### config.mk
export PLATFORM = sky130hd
export DESIGN_NAME = fetch_queue
export DESIGN_NICKNAME = d
export VERILOG_FILES = /design/src/rtl/fetch_queue.sv
export SDC_FILE = /design/constraint.sdc
export NUM_CORES = 1
export LEC_CHECK = 0
export CORE_ASPECT_RATIO = 1.4
export CORE_MARGIN = 1.5
export CORE_UTILIZATION = 50
export DETAILED_ROUTE_END_ITERATION = 10
export PLACE_DENSITY = 0.72
export SLEW_MARGIN = 20
export SYNTH_ARGS = -nofsm -noshare
export SYNTH_HDL_FRONTEND = slang
export SYNTH_SLANG_ARGS = --single-unit
### constraint.sdc
create_clock -name clk -period 2.8 [get_ports clk]
set_input_delay 0.56 -clock clk [delete_from_list [all_inputs] [get_ports clk]]
set_output_delay 0.56 -clock clk [all_outputs]
set_load 0.005 [all_outputs]
### src/rtl/fetch_queue.sv
// fetch_queue: instruction-fetch front end owning the PC, issuing one fetch per grant
// and buffering returned instructions with PC and PC+INC in a DEPTH-entry FIFO.
module fetch_queue #(
  parameter int XLEN     = 32,
  parameter int DEPTH    = 4,
  parameter int RESET_PC = 0,
  parameter int INC      = 4
) (
  input  logic                       clk,
  input  logic                       rst,
  output logic                       imem_req,
  output logic [XLEN-1:0]            imem_addr,
  input  logic                       imem_gnt,
  input  logic                       imem_rvalid,
  input  logic [31:0]                imem_rdata,
  input  logic                       redirect,
  input  logic [XLEN-1:0]            redirect_pc,
  output logic                       out_valid,
  input  logic                       out_ready,
  output logic [XLEN-1:0]            out_pc,
  output logic [XLEN-1:0]            out_pc_inc,
  output logic [31:0]                out_inst,
  output logic [$clog2(DEPTH+1)-1:0] count
);
  localparam int CW = $clog2(DEPTH+1);
  localparam int PW = $clog2(DEPTH);
  typedef enum logic {BOOT, RUN} state_t;
  state_t state, state_nx;
  logic [XLEN-1:0] pc, rec_pc;
  logic inflight, grant, push, pop;
  logic [PW-1:0] wr_ptr, rd_ptr;
  logic [XLEN-1:0] pc_q [DEPTH];
  logic [XLEN-1:0] pc_inc_q [DEPTH];
  logic [31:0] inst_q [DEPTH];
  always_comb begin
    state_nx = RUN;
    imem_req = (state == RUN) && !redirect && ((count + CW'(inflight)) < CW'(DEPTH));
    grant = imem_req && imem_gnt;
    push = imem_rvalid && inflight && !redirect;
    pop = out_valid && out_ready && !redirect;
  end
  assign imem_addr = pc;
  assign out_valid = count != '0;
  assign out_pc = pc_q[rd_ptr];
  assign out_pc_inc = pc_inc_q[rd_ptr];
  assign out_inst = inst_q[rd_ptr];
  always_ff @(posedge clk or negedge rst) begin
    if (!rst) state <= BOOT;
    else state <= state_nx;
  end
  // Redirect wins over everything: same-cycle push, pop and pending response are all dropped.
  always_ff @(posedge clk or negedge rst) begin
    if (!rst) begin
      pc <= XLEN'(RESET_PC);
      rec_pc <= '0;
      inflight <= 1'b0;
      wr_ptr <= '0;
      rd_ptr <= '0;
      count <= '0;
      for (int i = 0; i < DEPTH; i++) begin
        pc_q[i] <= '0;
        pc_inc_q[i] <= '0;
        inst_q[i] <= '0;
      end
    end else if (redirect) begin
      pc <= redirect_pc & ~XLEN'(3);
      inflight <= 1'b0;
      wr_ptr <= '0;
      rd_ptr <= '0;
      count <= '0;
    end else begin
      if (grant) begin
        pc <= pc + XLEN'(INC);
        rec_pc <= pc;
      end
      inflight <= grant;
      if (push) begin
        pc_q[wr_ptr] <= rec_pc;
        pc_inc_q[wr_ptr] <= rec_pc + XLEN'(INC);
        inst_q[wr_ptr] <= imem_rdata;
        wr_ptr <= wr_ptr + PW'(1);
      end
      if (pop) rd_ptr <= rd_ptr + PW'(1);
      count <= count + CW'(push) - CW'(pop);
    end
  end
endmodule

* After elaboration in Yosys (flattened, before gate mapping)
Index checks and enable logic that the tools add are counted.
Word-level totals: register bits after elaboration 457, input bits 70, output and inout port bits 133, word-level logic and storage cells 70
Cells by class: $add $sub $neg 7, magnitude comparators 4, muxes and demuxes 22, bitwise logic cells 3, reduce and logical (&&, ||, !) cells 15
Operators by type and width (count):
- 128-bit bitwise mux | 3
- 32-bit 2-to-1 mux | 9
- 32-bit binary-select mux with 2-bit select | 3
- 32-bit by 3-bit adder with 32-bit output (second input constant) | 2
- 32-bit demux with 2-bit select | 1
- 1-bit logical AND | 8
- 2-bit 2-to-1 mux | 4
- 3-bit by 1-bit adder with 3-bit output | 2
- 3-bit >= comparator (second input constant) | 2
- 2-bit NOT with 3-bit output | 2
- 2-bit nonzero test | 3
- 2-bit by 1-bit adder with 2-bit output (second input constant) | 2
- 2-bit AND reduction | 2
- 3-bit by 1-bit less-than comparator with 1-bit output (second input constant) | 1
- 3-bit less-than comparator (second input constant) | 1
- 3-bit 2-to-1 mux | 1
- 3-bit nonzero test | 1
- 3-bit by 1-bit subtractor with 3-bit output | 1
- 1-bit zero test | 1
- 1-bit 2-to-1 mux | 1
- 1-bit NOT | 1

* Logic depth before layout (Yosys ltp)
depth in word-level cells 6, depth in mapped cells 11, depth with buffers taken out 10

* Least setup slack after synthesis
Ideal clock, no wire load.
path kind in2reg, start point input port redirect, end point register count[2], setup time 132 ps, arrival 2424 ps, required time 2668 ps, setup slack 244 ps, stages on the path 11, buffers on the path 3, cells stage by stage clkbuf_1 -> clkbuf_1 -> clkbuf_1 -> nor2_1 -> ha_1 -> inv_1 -> ha_1 -> inv_1 -> fa_1 -> xnor2_1 -> nor2_1
On the way: longest elaborated chain between the ends 5, elaborated cells between the ends (all ways) 6, those cells by class 2 x add/sub; 1 x mux; 3 x reduce/logical
RTL lines:
- start: declaration | line 16 | input logic redirect,
- 1-bit zero test | line 39, 40
- 1-bit logical AND | line 39 | push = imem_rvalid && inflight && !redirect;
- 3-bit by 1-bit adder with 3-bit output | line 84 | count <= count + CW'(push) - CW'(pop);
- 3-bit by 1-bit subtractor with 3-bit output | line 84
- 3-bit 2-to-1 mux (*) | line 65 | end else if (redirect) begin
- end signal: assignment | line 84
- end: declaration | line 23 | output logic [$clog2(DEPTH+1)-1:0] count
Mark *: on every way between the ends. The rest lies on a longest branch, timed or not. A chain may end at the register's enable or synchronous reset.

* Worst setup path after layout
start point register rd_ptr[0], end point output port out_inst[25]
On the way: longest elaborated chain between the ends 4
RTL lines:
- start: declaration | line 31 | logic [PW-1:0] wr_ptr, rd_ptr;
- start signal: assignment | line 83 | if (pop) rd_ptr <= rd_ptr + PW'(1);
- 2-bit NOT with 3-bit output (implied by the code) | line 46 | assign out_inst = inst_q[rd_ptr];
- 32-bit binary-select mux with 2-bit select | line 46
- 32-bit 2-to-1 mux (implied by the code) (2 in a row) | line 46
- end: declaration | line 22 | output logic [31:0] out_inst,
No other way between the ends. The select of a mux whose other input is x is not followed.

==> impl_metrics.env <==
export IMPL_yosysSeqAreaShare_pct=56.00
export IMPL_slowest_stage="mux4_2"
export IMPL_final_hold_viol_count=0
export IMPL_clock_sinks=437
export IMPL_rows=85
export IMPL_outcome="completed"
export IMPL_die_height_microns=236.8
export IMPL_p_leak_uw=0.01117
export IMPL_grt_pass1_vias=13190
export IMPL_dr_pass1_iters=5
export IMPL_overflow=0
export IMPL_syn_inst=1453
export IMPL_fin_worst_skew_ns=0.01574
export IMPL_avgSynthCellArea_sq_um=13.44
export IMPL_finalCritPeriodShare_pct=99.72
export IMPL_finalPower_uw=19140
export IMPL_min_period_ns=2.792
export IMPL_yosysUniqueCellTypes=43
export IMPL_synth_edff_count=0
export IMPL_initial_core_util_pct=50.72
export IMPL_detail_route_wl_per_cell_microns=20.73
export IMPL_numCtsBuffers=43
export IMPL_multiInputGateArea_sq_um=8117
export IMPL_final_antenna_net_count=0
export IMPL_synth_compound_area_share_pct=3.934
export IMPL_synthSimpleGateAreaFrac_pct=6.913
export IMPL_clock_path_buffers=3
export IMPL_path_clk_slew_ns=0.06
export IMPL_tightestPinTransition_ns=0.7460
export IMPL_slew_headroom_pct=49.81
export IMPL_grt_max_degree=77
export IMPL_p_per_area_nw_per_um2=794.0
export IMPL_drive_gt1_share_pct=32.10
export IMPL_drt_first_iter_violations=629
export IMPL_vias=12390
export IMPL_clk_latency_ns=0.55
export IMPL_grt_total_usage_pct=23.22
export IMPL_numPortBuffers=194
export IMPL_synth_top_family_by_area="multiplexers"
export IMPL_synth_xor_area_share_pct=2.601
export IMPL_gp_congestion=0.8409
export IMPL_diodes=0
export IMPL_cp_start_kind="flip-flop"
export IMPL_fin_util_pct=62.61
export IMPL_dp_hpwl_mm=28.20
export IMPL_cts_tree="done"
export IMPL_synth_mux_area_share_pct=27.20
export IMPL_syn_to_final_growth_pct=23.42
export IMPL_cp_end_kind="output pin"
export IMPL_htree_levels=2
export IMPL_criticalPathCategory="reg2out"
export IMPL_cp_arrival_ns=2.23
export IMPL_synth_cell_area_sq_um=19530
export IMPL_die_area_sq_um=40270
export IMPL_layout_common_cells="dfrtp_1 (434), mux2_2 (285), nand2_1 (161)"
export IMPL_drc=0
export IMPL_timing_fmax_mhz=358.1
export IMPL_crit_required_ns=2.24
export IMPL_routed_wl_mm=45.70
export IMPL_rsz0062_at_grt="true"
export IMPL_cts_root_buf="clkbuf_16"
export IMPL_grt_pass1_wl_mm=72.55
export IMPL_die_width_microns=170.0
export IMPL_worstPathCellList="buf_6 -> buf_16 -> buf_4 -> mux4_2 -> dlygate4sd2_1"
export IMPL_io_pin_count=203
export IMPL_fill_cells=2944
export IMPL_maxCapViolCount=0
export IMPL_hold_class="in2async"
export IMPL_fin_nets=1730
export IMPL_synth_warnings=0
export IMPL_core_area_sq_um=38500
export IMPL_ys_flop_type="dfrtp_1"
export IMPL_cpPeakStageDelay_ns=0.49
export IMPL_synthAdderAreaFrac_pct=0.6151
export IMPL_final_common_cell="dfrtp_1"
export IMPL_ff_latch_area_sq_um=10940
export IMPL_async_flop_share_pct=100.0
export IMPL_ys_seq_elements=437
export IMPL_setup_viol=0
export IMPL_worstPathMaxFanout=7
export IMPL_peakVddDrop_mv=0.4098
export IMPL_viasPerCell=5.623
export IMPL_slew_viol_final=0
export IMPL_antenna_found_initial=0
final cells by class:
type | count | share of cell area, %
clock buffers | 65 | 5.316
clock inverters | 11 | 0.5502
inverters | 9 | 0.1402
multi-input cells | 891 | 33.67
flip-flops and latches | 437 | 45.41
well taps | 522 | 2.710
repair buffers | 269 | 12.20
per-layer routing:
layer / vias to the layer above / track usage, % / routed length, microns
met4: 0 / 9.386 / 1797
li1: 5605 / - / -
met1: 6386 / 29.25 / 18650
met5: - / 0 / 0
met2: 313 / 39.80 / 23230
met3: 88 / 3.861 / 2023
sequential cells by signal, summed over array words and instances (netlist names):
register,flops
inst_q,128
pc_inc_q,120
pc_q,120
imem_addr,30
rec_pc,30
count,3
rd_ptr,2
wr_ptr,2
inflight,1
state,1
cells in the mapped netlist (2+ instances only):
library cell	count	area [sq um]
a31oi_1	3	18.77
and2_1	3	18.77
and3_1	12	75.07
and4_1	6	52.55
buf_1	10	37.54
buf_2	13	65.06
buf_4	6	45.04
clkbuf_1	91	341.6
conb_1	2	7.510
dfrtp_1	437	10940
ha_1	8	100.1
inv_1	8	30.03
mux2_2	285	3209
mux2i_1	3	30.03
mux4_2	92	2072
nand2_1	165	619.3
nand3_1	23	115.1
nand4_1	26	162.7
nor2_1	16	60.06
nor3_1	9	45.04
nor4_1	11	68.82
o21ai_0	137	685.7
o21ai_1	2	10.01
o31a_1	2	17.52
o31ai_1	2	15.01
or3_1	2	12.51
or4_1	7	52.55
xnor2_1	24	210.2
xor2_1	34	297.8
path summary, 6_finish.rpt:
path / startpoint / endpoint / slack [ns] / depth (start not counted)
worst max-delay path: rd_ptr[0] / out_inst[25] / 0.008 / 5
min in group clk: pc_inc_q[26] / pc_inc_q[26] / 0.47 / 2
worst max register to register: count[1] / count[2] / 0.48 / 10
worst min-delay path: rst / inst_q[123] / 0.01 / 1
max in group asynchronous: rst / inst_q[125] / 1.94 / 2
worst min register to register: pc_inc_q[26] / pc_inc_q[26] / 0.47 / 2
metrics by stage:
step	setup TNS (ns)	instance area [sq um]	setup WS [ns]	hold slack (ns)	std cells
floorplan	0	19550	0.2439	0.2644	1458
global placement	0	22310	0.1698	0.4559	2104
detailed placement	0	22310	0.1208	0.4652	2104
CTS	-1.462	23940	-0.1302	0.01308	2194
global route	-0.1159	24100	-0.08186	0.04143	2204
finish	0	24100	0.007724	0.01383	2204
what timing repair did:
action / in CTS / in global routing
gates cloned: 7 / 4
hold buffers: 0 / 0
pin swaps: 0 / 0
resized for setup: 100 / 51
endpoints found under the setup margin: 92 / 38
setup buffers: 7 / 6
worst max-delay path, delay by kind of cell, from the launching register on:
family | cells | cell delay (ns)
buffers and inverters | 4 | 0.73
multiplexers | 1 | 0.49
flip-flops | 1 | 0.47
report_power, final:
group	internal [uW]	leakage [uW]	switching (uW)	total, uW
clock	3430	0.000696	2380	5810
combinational	3070	0.00463	2180	5240
sequential	7210	0.00585	874	8080
total	13700	0.0112	5440	19100
cell families after synthesis:
family / after synthesis
adder cells (fa/ha/maj): 9
flip-flops: 437
AND/OR/NAND/NOR: 288
other: 2
AO/OA/AOI/OAI: 149
multiplexers: 380
buffers and inverters: 130
XOR/XNOR: 58
Note: power is estimated with default switching activity, not from simulation.
